==> config.mk <==
export PLATFORM = sky130hd
export DESIGN_NAME = pc_opponent
export DESIGN_NICKNAME = d
export VERILOG_FILES = /design/src/rtl/pc_opponent.sv
export SDC_FILE = /design/constraint.sdc
export NUM_CORES = 1
export LEC_CHECK = 0
export BUFFER_PORTS_ARGS = -buffer_cell sky130_fd_sc_hd__buf_4
export CORE_MARGIN = 2
export CORE_UTILIZATION = 25
export DETAILED_ROUTE_END_ITERATION = 12
export PLACE_DENSITY = 0.49
export SLEW_MARGIN = 25
export SYNTH_ARGS = -nofsm -noshare
export SYNTH_HDL_FRONTEND = slang
export SYNTH_SLANG_ARGS = --single-unit
==> constraint.sdc <==
create_clock -name clk -period 2.6 [get_ports clk]
set_input_delay 0.13 -clock clk [delete_from_list [all_inputs] [get_ports clk]]
set_output_delay 0.13 -clock clk [all_outputs]
set_load 0.005 [all_outputs]
==> src/rtl/pc_opponent.sv <==
// pc_opponent -- computer opponent for a 5x5 single-cell battleship game.
//
// Places 1..5 ships on its own board using a free-running 16-bit Galois
// LFSR. On each accepted turn it fires at one cell of the player board that
// it has not yet fired at.
//
// Ports
//   clk           system clock, rising edge
//   rst           asynchronous active-low reset
//   place_start   pulse: start a new game and place the PC ships
//   ship_count    number of PC ships, sampled with place_start (clamped 1..5)
//   turn_start    pulse: fire one shot at the player board
//   player_board  player ship map, bit row*5+col
//   pc_board      PC ship map, bit row*5+col
//   placing_done  all PC ships placed; held until next place_start / reset
//   busy          FSM not in IDLE
//   shot_valid    one-cycle pulse qualifying shot_row/shot_col/shot_hit
//   shot_row      fired row 0..4, held between pulses
//   shot_col      fired column 0..4, held between pulses
//   shot_hit      player_board bit at the fired cell
//   all_fired     every one of the 25 cells has been fired at
module pc_opponent #(
    parameter logic [15:0] LFSR_SEED = 16'hACE1
) (
    input  logic        clk,
    input  logic        rst,
    input  logic        place_start,
    input  logic [2:0]  ship_count,
    input  logic        turn_start,
    input  logic [24:0] player_board,
    output logic [24:0] pc_board,
    output logic        placing_done,
    output logic        busy,
    output logic        shot_valid,
    output logic [2:0]  shot_row,
    output logic [2:0]  shot_col,
    output logic        shot_hit,
    output logic        all_fired
);

    typedef enum logic [2:0] {
        IDLE,
        PLACE_PICK,
        PLACE_CHECK,
        SHOOT_PICK,
        SHOOT_CHECK,
        FIRE
    } state_t;

    state_t      state_q;
    logic [15:0] lfsr_q, lfsr_d;
    logic [24:0] board_q;
    logic [24:0] fired_q;
    logic [2:0]  remain_q;
    logic [3:0]  attempts_q;
    logic [4:0]  cand_q;
    logic        done_q;
    logic        all_fired_q;
    logic        shot_valid_q;
    logic [2:0]  row_q, col_q;
    logic        hit_q;

    logic [2:0]  count_d;
    logic [4:0]  lowest_d;
    logic [24:0] fired_set_d;

    function automatic logic [2:0] row_of(input logic [4:0] idx);
        return 3'(idx / 5'd5);
    endfunction

    function automatic logic [2:0] col_of(input logic [4:0] idx);
        return 3'(idx % 5'd5);
    endfunction

    // Galois form: shift right, fold the mask in when a 1 falls out.
    always_comb begin
        lfsr_d = lfsr_q[0] ? ((lfsr_q >> 1) ^ 16'hB400) : (lfsr_q >> 1);
    end

    always_comb begin
        count_d = ship_count;
        if (ship_count == 3'd0)
            count_d = 3'd1;
        else if (ship_count > 3'd5)
            count_d = 3'd5;
    end

    // Lowest unfired cell, used once random picks have been rejected too
    // often. Descending scan so the smallest index wins.
    always_comb begin
        lowest_d = 5'd0;
        for (int i = 24; i >= 0; i--) begin
            if (!fired_q[i])
                lowest_d = 5'(i);
        end
    end

    always_comb begin
        fired_set_d = fired_q | (25'd1 << cand_q);
    end

    always_ff @(posedge clk or negedge rst) begin
        if (!rst) begin
            state_q      <= IDLE;
            lfsr_q       <= LFSR_SEED;
            board_q      <= '0;
            fired_q      <= '0;
            remain_q     <= '0;
            attempts_q   <= '0;
            cand_q       <= '0;
            done_q       <= 1'b0;
            all_fired_q  <= 1'b0;
            shot_valid_q <= 1'b0;
            row_q        <= '0;
            col_q        <= '0;
            hit_q        <= 1'b0;
        end else begin
            lfsr_q       <= lfsr_d;
            shot_valid_q <= 1'b0;
            case (state_q)
                IDLE: begin
                    // place_start has priority over a simultaneous turn_start.
                    if (place_start) begin
                        board_q     <= '0;
                        fired_q     <= '0;
                        done_q      <= 1'b0;
                        all_fired_q <= 1'b0;
                        remain_q    <= count_d;
                        state_q     <= PLACE_PICK;
                    end else if (turn_start && done_q && !all_fired_q) begin
                        attempts_q <= '0;
                        state_q    <= SHOOT_PICK;
                    end
                end
                PLACE_PICK: begin
                    cand_q  <= lfsr_q[4:0];
                    state_q <= PLACE_CHECK;
                end
                PLACE_CHECK: begin
                    if (cand_q < 5'd25 && !board_q[cand_q]) begin
                        board_q[cand_q] <= 1'b1;
                        remain_q        <= remain_q - 3'd1;
                        if (remain_q == 3'd1) begin
                            done_q  <= 1'b1;
                            state_q <= IDLE;
                        end else begin
                            state_q <= PLACE_PICK;
                        end
                    end else begin
                        state_q <= PLACE_PICK;
                    end
                end
                SHOOT_PICK: begin
                    cand_q  <= (attempts_q >= 4'd8) ? lowest_d : lfsr_q[4:0];
                    state_q <= SHOOT_CHECK;
                end
                SHOOT_CHECK: begin
                    if (cand_q < 5'd25 && !fired_q[cand_q]) begin
                        state_q <= FIRE;
                    end else begin
                        attempts_q <= attempts_q + 4'd1;
                        state_q    <= SHOOT_PICK;
                    end
                end
                FIRE: begin
                    fired_q      <= fired_set_d;
                    shot_valid_q <= 1'b1;
                    row_q        <= row_of(cand_q);
                    col_q        <= col_of(cand_q);
                    hit_q        <= player_board[cand_q];
                    all_fired_q  <= &fired_set_d;
                    state_q      <= IDLE;
                end
                default: state_q <= IDLE;
            endcase
        end
    end

    assign pc_board     = board_q;
    assign placing_done = done_q;
    assign busy         = (state_q != IDLE);
    assign shot_valid   = shot_valid_q;
    assign shot_row     = row_q;
    assign shot_col     = col_q;
    assign shot_hit     = hit_q;
    assign all_fired    = all_fired_q;

endmodule

Yosys cells after proc, flatten, opt, wreduce, memory -nomap -nowiden
Index checks and enable logic that the tools add are counted.
{"block": "word_totals", "input_bits": 32, "wordCells": 120, "out_inout_bits": 36, "reg_bits": 91}
{"block": "op_classes", "n_mux": 61, "n_reduce_logical": 20, "n_shift": 1, "bitwise_logic": 3, "n_lt_le_gt_ge": 5, "div_mod_pow": 2, "n_addsub": 2, "eq_ne": 13}
{"operator": "$mux 5", "count": 26}
{"operator": "$pmux 25 s2", "count": 2}
{"operator": "$mux 25", "count": 2}
{"operator": "$or 25x25->25", "count": 2}
{"operator": "$reduce_and 25->1", "count": 1}
{"operator": "$shl 1x5->25 const A", "count": 1}
{"operator": "$mux 3", "count": 8}
{"operator": "$mux 16", "count": 1}
{"operator": "$bmux 1 s5", "count": 3}
{"operator": "$pmux 3 s5", "count": 1}
{"operator": "$mux 4", "count": 3}
{"operator": "$ne 2x2->1 const B", "count": 6}
{"operator": "$pmux 5 s2", "count": 1}
{"operator": "$mux 1", "count": 9}
{"operator": "$pmux 4 s2", "count": 1}
{"operator": "$reduce_and 4->1", "count": 2}
{"operator": "$reduce_bool 2->1", "count": 4}
{"operator": "$eq 3x1->1 const B", "count": 2}
{"operator": "$eq 3x2->1 const B", "count": 2}
{"operator": "$eq 3x3->1 const B", "count": 2}
{"operator": "$logic_not 3->1", "count": 2}
{"operator": "$lt 5x6->1 const B", "count": 1}
{"operator": "$pmux 3 s2", "count": 1}
{"operator": "$demux 1 s5", "count": 1}
{"operator": "16 further kinds", "count": 23}

Logic depth before layout (Yosys ltp)
Gate-level depths: netlist (run 1).
{"block": "depth", "word_depth": 27, "depth_mapped": 13, "depth_no_buf": 12}

Worst setup path before layout (run 1)
OpenSTA, ideal clock, no wires.
{"block": "synth_timing", "path_kind": "register to register", "from": "reg cand_q[2]", "to": "reg col_q[0], in the netlist shot_col[0]", "t_arrival_ns": 2.631, "stages_incl_launch_ff": 14, "slack_ns": -0.126, "required_time_ns": 2.505, "setup_time_ns": 0.095, "n_path_buf": 1, "synth_period_minus_slack_ns": 2.726, "path_cell_list": "dfrtp_1 -> buf_2 -> clkinv_1 -> ha_1 -> inv_1 -> o21ai_0 -> a211o_1 -> a21o_1 -> nand2_1 -> ha_1 -> nor2_1 -> nor4b_1 -> nor3_1 -> o31ai_1"}
{"block": "synth_between", "elab_chain_cells": 1}
{"element": "start, declared", "line_no": "56", "rtl": "logic [4:0] cand_q;"}
{"element": "start signal, assigned", "line_no": "136", "rtl": "cand_q <= lfsr_q[4:0];"}
{"element": "start signal, assigned", "line_no": "154", "rtl": "cand_q <= (attempts_q >= 4'd8) ? lowest_d : lfsr_q[4:0];"}
{"element": "$mod 5x3->5", "line_no": "72", "rtl": "return 3'(idx % 5'd5);"}
{"element": "end signal, assigned", "line_no": "169", "rtl": "col_q <= col_of(cand_q);"}
{"element": "end, declared", "line_no": "60", "rtl": "logic [2:0] row_q, col_q;"}
No other way between the ends.
A chain may end at the register's enable or synchronous reset.

Final worst setup path (run 1)
{"block": "layout_timing", "from": "reg cand_q[3]", "to": "reg col_q[1], in the netlist shot_col[1]"}
The elaborated chain is that of the path after synthesis.

==> run metrics, run 1 <==
vias=4935; Main synth FF type=dfrtp_1; Pre-antenna DRT Iters=5; IO buf count=67; CTS clk-pin slew, worst paths=0.07 ns; # IOs=68; row count=52; share of cells above drive strength 1=32.4%; Critical Path Max Stage Delay=0.41 ns; Routed wire per std cell=18.6 um; worst setup margin=0.0721 ns; Final nets=719; Root Buffer=clkbuf_16; Residual DRC=0; via count of the first global-routing pass=4791; overall power consumption=0.00277 W; global-route wire length before repair=27800 um; pin count of the biggest net entering global routing=31; Core ar.=20200 um2; average size of a mapped cell=9.18 um2; DP Cell Count=916; initial antenna violation count=0; max-cap viol count=0; via-per-instance ratio=5.18; Starting Density=25.3%; EDFF count, synth=0; Critical Path Sink Type=flop; Area after DPL=6240 um2; TritonCTS clock tree=done; post-synthesis sequential area ratio=44.7%; fin area=6870 um2; Rel. slew slack=52.6%; GR Overflow Total=0; status=complete, no violations; Final HPWL DP=13000 um; fin cells=953; worst path arrival time=2.77 ns; Cell Chain, Critical Path=inv_2 -> ha_4 -> or3b_4 -> a21boi_4 -> a21o_1 -> nand2_2 -> ha_4 -> nor2_2 -> nor4b_4 -> o31ai_1 -> a31oi_1; register area=2290 um2; clock skew=0.0160 ns; Yosys reg bits=91; Die H=147 um; fin crit period=2.53 ns; P_leak=3.02 nW; Hold/Removal Path Class=in -> reg; Final Wtd Congestion=0.909; worst skew pair latency=0.36 ns; Chip Width=147 um; Hold Vio Cnt, Final=0; Die Area=21600 um2; CTS buffer count=9; DRT Wirelength=17800 um; critical path's top delay family=compound AO/OA/AOI/OAI gates; Antenna Nets Post-Route=0; Slew Limit Fails=0; gr usage total=16.4%; WP data required=2.84 ns; maximum vdd drop=246 uV; PwrDens=403 nW/um2; # setup viols final=0; filler instances=2081; Cell variety after synth=62; WP buf/inv=1; CP dominant cell by count=ha_4; H-Tree Depth=3; Final Cycle Share=97.2%; multi-input logic area=2760 um2; Yosys warning total=0; Critical Path Slowest Stage Cell=or3b_4; Finished Core Util=34.1%; Fmax=396 MHz; maximum clock path buffer count=2; CP max FO=4; total clock sinks=91; pre-CTS setup slack=-0.144 ns; async set-reset flop share out of synthesis=100%; worst-margin pin slew=0.693 ns; DR iter-0 viols=393; crit start category=flop; Area growth, synth to finish=34.4%; syn nets=598; number of diodes=0; Synth Instances=557; Setup CP Type=reg -> reg; synthesized cell area=5110 um2
==> metrics by stage <==
| stage | setup TNS (ns) | hold WS [ns] |
|---|---|---|
| after floorplan | 0 | -0.166 |
| after global placement | -0.281 | 0.0956 |
| after detailed placement | -0.297 | 0.104 |
| after CTS | -0.000376 | 0.116 |
| after global routing | -0.0788 | 0.157 |
| final | 0 | 0.122 |
==> worst reg2reg max path: stages (launching register included) <==
cell,delay (ns)
dfrtp_1,0.40
inv_2,0.13
ha_4,0.16
or3b_4,0.41
a21boi_4,0.20
a21o_1,0.20
nand2_2,0.10
ha_4,0.18
nor2_2,0.14
nor4b_4,0.07
o31ai_1,0.30
a31oi_1,0.12
==> cell usage after synthesis (9+ instances only) <==
cell type | number | area share [%]
o21ai_0 | 31 | 3.0
nor2b_1 | 10 | 1.2
nand2_1 | 72 | 5.3
mux4_2 | 14 | 6.2
ha_1 | 9 | 2.2
inv_1 | 20 | 1.5
clkbuf_1 | 16 | 1.2
nand3_1 | 19 | 1.9
nor3_1 | 12 | 1.2
dfrtp_1 | 83 | 41
a22oi_1 | 9 | 1.3
nor2_1 | 51 | 3.7
a31oi_1 | 15 | 1.8
a21oi_1 | 43 | 4.2
buf_2 | 11 | 1.1
o21ai_1 | 14 | 1.4
==> layout by cell type, fill, tap and decap left out, drive strengths merged, types with 5 or more instances in the layout <==
| cell type | synthesis | final |
|---|---|---|
| dfstp | 8 | 8 |
| nand3 | 19 | 19 |
| inv | 22 | 26 |
| o31ai | 6 | 6 |
| a2111oi | 5 | 5 |
| mux4 | 14 | 14 |
| a21oi | 43 | 43 |
| a211oi | 8 | 8 |
| dfrtp | 83 | 83 |
| nand3b | 6 | 6 |
| nand2b | 5 | 5 |
| mux2i | 6 | 6 |
| a31oi | 15 | 15 |
| o21ai | 45 | 45 |
| ha | 9 | 9 |
| nor3 | 13 | 13 |
| clkbuf | 16 | 11 |
| a22oi | 9 | 9 |
| nor2b | 10 | 10 |
| nor2 | 51 | 51 |
| nand4 | 7 | 7 |
| nand2 | 72 | 72 |
| buf | 15 | 139 |
==> worst paths after layout <==
path                              from      endpoint  slack [ns]  cells past startpoint
setup / recovery             cand_q[3]   shot_col[1]        0.07                     11
hold reg to reg              lfsr_q[8]     lfsr_q[7]        0.35                      0
hold / removal             place_start     all_fired        0.12                      4
max in group asynchronous          rst    fired_q[5]        1.61                      3
min in group asynchronous          rst  pc_board[18]        0.25                      2
setup reg to reg             cand_q[3]   shot_col[1]        0.07                     11
==> repair_timing <==
action | CTS | global route
hold endpoints to repair | 27 | 0
setup endpoints to repair | 6 | 7
pin swaps | 2 | 12
hold buffers | 1 | 0
gates cloned | 0 | 1
buffers inserted | 2 | 17
resized for setup | 8 | 39
==> report_power, final <==
part	internal, W	total (W)	switching, W	leakage, nW
sequential	0.00142	0.00142	0	0.944
combinational	0.0000430	0.0000861	0.0000431	1.94
clock	0.000659	0.00127	0.000609	0.134
==> cell families (layout without fill, tap and decap cells) <==
logic type               count (synthesis)  in the layout  synth area share [%]
AND/OR/NAND/NOR                        205            205                  18.9
AO/OA/AOI/OAI                          170            170                  21.2
flip-flops                              91             91                  44.7
buffers and inverters                   56            182                  4.46
multiplexers                            22             22                  7.78
adder cells (fa/ha/maj)                  9              9                  2.20
XOR/XNOR                                 4              4                 0.686
==> cell type report <==
| class | count | share of cell area, % |
|---|---|---|
| multi-input cells | 410 | 40.2 |
| repair buffers | 141 | 16.1 |
| flip-flops and latches | 91 | 33.4 |
| well taps | 270 | 4.92 |
| inverters | 25 | 1.40 |
| clock buffers | 10 | 3.33 |
| clock inverters | 6 | 0.692 |
==> flip-flops by register name (all words and copies together) (netlist names), 3 cells and up <==
signal      count
pc_board       25
state_q         3
attempts_q      4
remain_q        3
shot_col        3
fired_q        25
cand_q          5
lfsr_q         16
shot_row        3
==> routing by layer <==
metal / GRT usage (%) / vias up / share of wire (%)
li1: - / 2271 / -
met1: 22.0 / 2487 / 43
met2: 26.2 / 155 / 49
met3: 3.01 / 22 / 6.3
met4: 6.63 / 0 / 2.3
met5: 0 / - / 0
(Power assumes the default switching activity.)
==> inputs of run 2 (changes only) <==
--- a/config.mk
+++ b/config.mk
@@ -9,6 +9,7 @@
 export CORE_MARGIN = 2
 export CORE_UTILIZATION = 25
 export DETAILED_ROUTE_END_ITERATION = 12
+export MAX_ROUTING_LAYER = met4
 export PLACE_DENSITY = 0.49
 export SLEW_MARGIN = 25
 export SYNTH_ARGS = -nofsm -noshare
==> run 2 against run 1 <==
- cell count down 1.8%
- global-route usage up 0.55 points
- clock skew down 0.0031 ns
- die area unchanged
- highest routed layer unchanged
- worst setup slack worse by 0.090 ns
- sequential cell count unchanged
- largest cell class unchanged
- the run now ends with negative setup slack left
==> run metrics, run 2 (synthesis results as in run 1) <==
status=complete, but fails checks (was complete, no violations); failing checks=negative setup slack; # setup viols final=2 (was 0); Core ar.=20200 um2 (unchanged); Area growth, synth to finish=30.6% (was 34.4%); initial antenna violation count=0 (unchanged); Fmax=382 MHz (was 396 MHz); Finished Core Util=33.1% (was 34.1%); M1 WL=7640 um (was 7560 um); vias=4752 (was 4935); Residual DRC=0 (unchanged); max-cap viol count=0 (unchanged); Final Cycle Share=101% (was 97.2%); Antenna Nets Post-Route=0 (unchanged); reg2reg setup slack=-0.02 ns (was 0.07 ns); WP data required=2.87 ns (was 2.84 ns); worst-margin pin slew=0.705 ns (was 0.693 ns); worst setup margin=-0.0174 ns (was 0.0721 ns); filler instances=2125 (was 2081); Slew Limit Fails=0 (unchanged); maximum clock path buffer count=2 (unchanged); Cell Chain, Critical Path=buf_6 -> or2_2 -> a21oi_2 -> o21bai_1 -> ha_1 -> nor3b_1 -> o21ai_0 -> o211ai_1 -> buf_4 -> o41a_1 -> o31ai_1 (was inv_2 -> ha_4 -> or3b_4 -> a21boi_4 -> a21o_1 -> nand2_2 -> ha_4 -> nor2_2 -> nor4b_4 -> o31ai_1 -> a31oi_1); GR Overflow Total=0 (unchanged); Setup TNS Final=-0.0334 ns (was 0 ns); Chip Width=147 um (unchanged); RR Startpoint=cand_q[3] (unchanged); critical path's top delay family=compound AO/OA/AOI/OAI gates (unchanged); overall power consumption=0.00284 W (was 0.00277 W); most frequent cells in the layout=buf_4 (119), dfrtp_1 (80), nand2_1 (69) (was buf_4 (136), dfrtp_1 (79), nand2_1 (71)); fin crit period=2.62 ns (was 2.53 ns); CP max FO=19 (was 4); Critical Path Sink Type=flop (unchanged); # IOs=68 (unchanged); TritonCTS clock tree=done (unchanged); number of diodes=0 (unchanged); P_leak=2.92 nW (was 3.02 nW); H-Tree Depth=3 (unchanged); Hold/Removal Path Class=in -> reg (unchanged); hold path depth=4 (unchanged); Root Buffer=clkbuf_16 (unchanged); maximum vdd drop=197 uV (was 246 uV); pre-CTS setup slack=-0.274 ns (was -0.144 ns); pin count of the biggest net entering global routing=51 (was 31); CTS clk-pin slew, worst paths=0.07 ns (about the same); Routed wire per std cell=18.5 um (was 18.6 um); DR iter-0 viols=323 (was 393); WP buf/inv=2 (was 1); clock skew=0.0129 ns (was 0.0160 ns); RSZ-0062 raised after global routing=yes; reg2reg end=shot_col[0] (was shot_col[1]); met2 routed WL=8570 um (was 8690 um); leading cell type in the layout, fill and taps excluded=buf_4 (unchanged); Rel. slew slack=52.8% (was 52.6%); min-delay src=ship_count[2] (was place_start); IO buf count=67 (unchanged); Die Area=21600 um2 (unchanged); row count=52 (unchanged); Final Wtd Congestion=0.922 (was 0.909); total clock sinks=91 (unchanged); via count of the first global-routing pass=4949 (was 4791); Final HPWL DP=13000 um (about the same); PwrDens=426 nW/um2 (was 403 nW/um2); DRT Wirelength=17400 um (was 17800 um); Critical Path Max Stage Delay=0.41 ns (about the same); Pre-antenna DRT Iters=5 (unchanged); via-per-instance ratio=5.08 (was 5.18); Hold Vio Cnt, Final=0 (unchanged); WL met3=706 um (was 1120 um); share of cells above drive strength 1=29.6% (was 32.4%); Top Layer Used=met4 (unchanged); Setup CP Type=reg -> reg (unchanged); FF-to-FF path depth=11 (unchanged); CTS buffer count=9 (unchanged); Starting Density=25.3% (unchanged); Worst Hold End=remain_q[2] (was all_fired); Final nets=702 (was 719); Die H=147 um (unchanged); gr usage total=16.9% (was 16.4%); worst skew pair latency=0.36 ns (about the same); crit start category=flop (unchanged); global-route wire length before repair=27700 um (was 27800 um); Critical Path Slowest Stage Cell=dfrtp_1 (was or3b_4); worst path arrival time=2.89 ns (was 2.77 ns)
[run 2: cell count changes in the layout (fill, tap and decap cells not counted), moves of 3 or more]
| cell | change |
|---|---|
| buf_4 | -17 |
| ha_1 | +3 |
| ha_4 | -3 |
| inv_6 | -3 |
| nor2b_4 | -3 |
[run 2: worst max-delay path by stage]
stage	from	endpoint	slack [ns]	cells past startpoint
detailed placement	cand_q[0]	shot_hit	-0.27	7
global placement	cand_q[0]	shot_hit	-0.29	7
CTS	cand_q[3]	shot_col[2]	0.002	10
floorplan	cand_q[2]	shot_col[0]	0.03	13
finish	cand_q[3]	shot_col[0]	-0.02	11
global route	cand_q[2]	shot_col[0]	-0.13	12
[run 2: routing by layer]
metal  vias to the layer above  track usage (%)
met5                         -                -
met2                       114             27.6
met4                         0             6.68
li1                       2234                -
met1                      2373             21.4
met3                        31             2.42
[run 2: tightest hold or removal path, cell delays in order]
cell and delay, ns:
buf_4 0.12, nor2_1 0.09, a31o_2 0.10, a21oi_1 0.03
[run 2: repair_timing]
| item | in CTS | in global routing |
|---|---|---|
| setup endpoints to repair | 5 | 14 |
| endpoints found under the hold margin | 41 | 0 |
| setup buffers | 0 | 1 |
| resized for setup | 4 | 26 |
| pin swaps | 0 | 3 |
| hold buffers | 1 | 0 |
[run 2: power breakdown]
part / leakage, nW / internal [W] / switching [W] / total, W
combinational: 1.83 / 0.0000437 / 0.0000414 / 0.0000851
clock: 0.143 / 0.000772 / 0.000567 / 0.00134
sequential: 0.946 / 0.00142 / 0 / 0.00142
total: 2.92 / 0.00223 / 0.000609 / 0.00284
[run 2: layout make-up]
| cell class | instances | area [um2] | area share [%] |
|---|---|---|---|
| multi-input combinational | 410 | 2690 | 40.3 |
| sequential | 91 | 2290 | 34.3 |
| timing repair buffer | 124 | 966 | 14.5 |
| tap | 270 | 338 | 5.06 |
| clock buffer | 12 | 246 | 3.69 |
| inverter | 25 | 95.1 | 1.42 |
| clock inverter | 4 | 51.3 | 0.769 |
[run 2: stage by stage]
step                      hold WS, ns  cells  cell area [um2]
after global placement          0.154    918             6260
after floorplan                -0.166    557             5120
final                           0.162    936             6680
after detailed placement        0.169    918             6260
after global routing            0.171    936             6680
after CTS                       0.149    935             6580
==> inputs of run 3 (changes only) <==
--- a/config.mk
+++ b/config.mk
@@ -7,10 +7,10 @@
 export LEC_CHECK = 0
 export BUFFER_PORTS_ARGS = -buffer_cell sky130_fd_sc_hd__buf_4
 export CORE_MARGIN = 2
-export CORE_UTILIZATION = 25
+export CORE_UTILIZATION = 40
 export DETAILED_ROUTE_END_ITERATION = 12
 export MAX_ROUTING_LAYER = met4
-export PLACE_DENSITY = 0.49
+export PLACE_DENSITY = 0.68
 export SLEW_MARGIN = 25
 export SYNTH_ARGS = -nofsm -noshare
 export SYNTH_HDL_FRONTEND = slang
==> run 3 against run 2 <==
- the flow now finishes without violations
- clock skew barely moved
- count of clock-buffer cells in the layout fell by 2
- maximum frequency rose by 3.5%
- sequential power barely moved
- cell count fell by 11%
- critical path depth did not move
- total power rose by 0.11%
- critical path type unchanged
- largest power group unchanged
==> run metrics, run 3 (synthesis results as in run 1) <==
number of diodes=0 (unchanged); Setup TNS Final=0 ns (was -0.0334 ns); Hold Vio Cnt, Final=0 (unchanged); CTS buffer count=9 (unchanged); Finished Core Util=52.0% (was 33.1%); Logic pwr share=3.0% (about the same); Pre-antenna DRT Iters=6 (was 5); P_leak=2.92 nW (about the same); maximum clock path buffer count=2 (unchanged); Area growth, synth to finish=27.9% (was 30.6%); fin crit period=2.53 ns (was 2.62 ns); most frequent cells in the layout=buf_4 (120), dfrtp_1 (79), nand2_1 (68) (was buf_4 (119), dfrtp_1 (80), nand2_1 (69)); fin cells=837 (was 936); WP buf/inv=2 (unchanged); Setup CP Type=reg -> reg (unchanged); Slew Limit Fails=0 (unchanged); Critical Path Max Stage Delay=0.40 ns (was 0.41 ns); Critical Path Slowest Stage Cell=dfrtp_1 (unchanged); # IOs=68 (unchanged); Fmax=395 MHz (was 382 MHz); crit start category=flop (unchanged); clock skew=0.0132 ns (was 0.0129 ns); status=complete, no violations (was complete, but fails checks); Clock power frac=47.3% (was 47.2%); multi-input logic area=2690 um2 (about the same); share of cells above drive strength 1=29.8% (was 29.6%); via-per-instance ratio=5.79 (was 5.08); TritonCTS clock tree=done (unchanged); via count of the first global-routing pass=4773 (was 4949); initial antenna violation count=0 (unchanged); Residual DRC=0 (unchanged); H-Tree Depth=3 (unchanged); DR iter-0 viols=404 (was 323); Routed wire per std cell=19.1 um (was 18.5 um); RSZ-0062 raised after global routing=yes (unchanged); Critical Path Sink Type=flop (unchanged); DP Cell Count=812 (was 918); Hold/Removal Path Class=in -> reg (unchanged); vias=4844 (was 4752); max-cap viol count=0 (unchanged); Final nets=701 (was 702); register area=2290 um2 (about the same); Core ar.=12600 um2 (was 20200 um2); filler instances=1166 (was 2125); fin area=6540 um2 (was 6680 um2); Antenna Nets Post-Route=0 (unchanged); Die H=117 um (was 147 um); GR Overflow Total=0 (unchanged); Final Cycle Share=97.3% (was 101%); CP max FO=19 (unchanged); pin count of the biggest net entering global routing=48 (was 51); # setup viols final=0 (was 2); maximum vdd drop=392 uV (was 197 uV); leading cell type in the layout, fill and taps excluded=buf_4 (unchanged); Cell Chain, Critical Path=buf_6 -> or2_2 -> a21oi_2 -> o21bai_1 -> ha_2 -> nor3b_1 -> o21ai_0 -> o211ai_1 -> buf_4 -> a211o_1 -> o211a_1 (was buf_6 -> or2_2 -> a21oi_2 -> o21bai_1 -> ha_1 -> nor3b_1 -> o21ai_0 -> o211ai_1 -> buf_4 -> o41a_1 -> o31ai_1); global-route wire length before repair=26100 um (was 27700 um); total clock sinks=91 (unchanged); worst path arrival time=2.76 ns (was 2.89 ns); Rel. slew slack=50.4% (was 52.8%); Pint=0.00222 W (was 0.00223 W); CTS clk-pin slew, worst paths=0.06 ns (was 0.07 ns); DRT Wirelength=16000 um (was 17400 um); Final HPWL DP=11800 um (was 13000 um); critical path's top delay family=compound AO/OA/AOI/OAI gates (unchanged); Final Wtd Congestion=0.988 (was 0.922); WP data required=2.83 ns (was 2.87 ns); Root Buffer=clkbuf_16 (unchanged); IO buf count=67 (unchanged); row count=41 (was 52); worst-margin pin slew=0.742 ns (was 0.705 ns); worst skew pair latency=0.35 ns (was 0.36 ns); sequential power share=49.8% (about the same); Chip Width=117 um (was 147 um); gr usage total=25.8% (was 16.9%); Fin Hold WS=0.173 ns (was 0.162 ns); Area after DPL=6060 um2 (was 6260 um2); Die Area=13700 um2 (was 21600 um2); switching portion of total power=22.1% (was 21.4%); Starting Density=40.7% (was 25.3%); sw power=0.000629 W (was 0.000609 W); PwrDens=435 nW/um2 (was 426 nW/um2)
-- run 3: cell count changes in the layout (fill, tap and decap cells not counted), moves of 2 or more --
cell	before	now
ha_1	8	6
inv_6	0	2
nand3_1	19	17
nand3_2	0	2
o21ai_1	14	17
o21ai_2	2	0
-- run 3: power by group through the flow --
stage / Combinational (W) / Sequential, W / Clock [W]
2_1_floorplan: 0.0000118 / 0.00144 / 0
3_3_place_gp: 0.0000821 / 0.00144 / 0
3_5_place_dp: 0.0000852 / 0.00144 / 0
4_1_cts: 0.0000875 / 0.00142 / 0.00136
5_1_grt: 0.0000941 / 0.00141 / 0.00143
6_report: 0.0000843 / 0.00142 / 0.00134
-- run 3: final timing paths --
| kind | startpoint | end | slack [ns] | cells past startpoint |
|---|---|---|---|---|
| setup / recovery | cand_q[3] | shot_col[2] | 0.07 | 11 |
| hold / removal | ship_count[2] | remain_q[2] | 0.17 | 4 |
| setup reg to reg | cand_q[3] | shot_col[2] | 0.07 | 11 |
| hold reg to reg | lfsr_q[7] | lfsr_q[6] | 0.36 | 0 |
| max in group asynchronous | rst | lfsr_q[11] | 1.52 | 3 |
| min in group asynchronous | rst | fired_q[12] | 0.33 | 2 |
-- run 3: repair_timing --
item | 4_1_cts | 5_1_grt
gates resized for setup | 5 | 26
hold buffers | 1 | 0
hold endpoints to repair | 43 | 0
pin swaps | 0 | 6
setup buffers | 0 | 8
endpoints found under the setup margin | 5 | 32
-- run 3: cell type report --
cell class	instances	area share, %
multi-input cells	410	41.1
clock buffers	10	3.50
inverters	25	1.46
well taps	172	3.29
clock inverters	6	1.11
repair buffers	123	14.4
flip-flops and latches	91	35.1
-- run 3: per-layer routing --
metal  routed length (um)  track usage (%)  vias to the layer above
met2                 7510             38.7                      149
li1                     -                -                     2241
met4                  416             9.41                        0
met3                  836             4.12                       27
met5                    0                -                        -
met1                 7240             35.4                     2427
-- run 3: stage by stage --
step,total power (W),setup WS [ns]
detailed placement,0.00153,-0.183
floorplan,0.00145,0.0325
finish,0.00284,0.0709
global route,0.00294,-0.0637
CTS,0.00287,0.00168
global placement,0.00152,-0.209
-- run 3: worst reg2reg max path: cells and delay by family (launching register included) --
kind                       cells  cell delay [ns]
adders and majority gates      1             0.24
DFF                            1             0.40
buffers and inverters          2             0.36
AOI/OAI and AO/OA              6             1.03
and+or+nand+nor                2             0.38
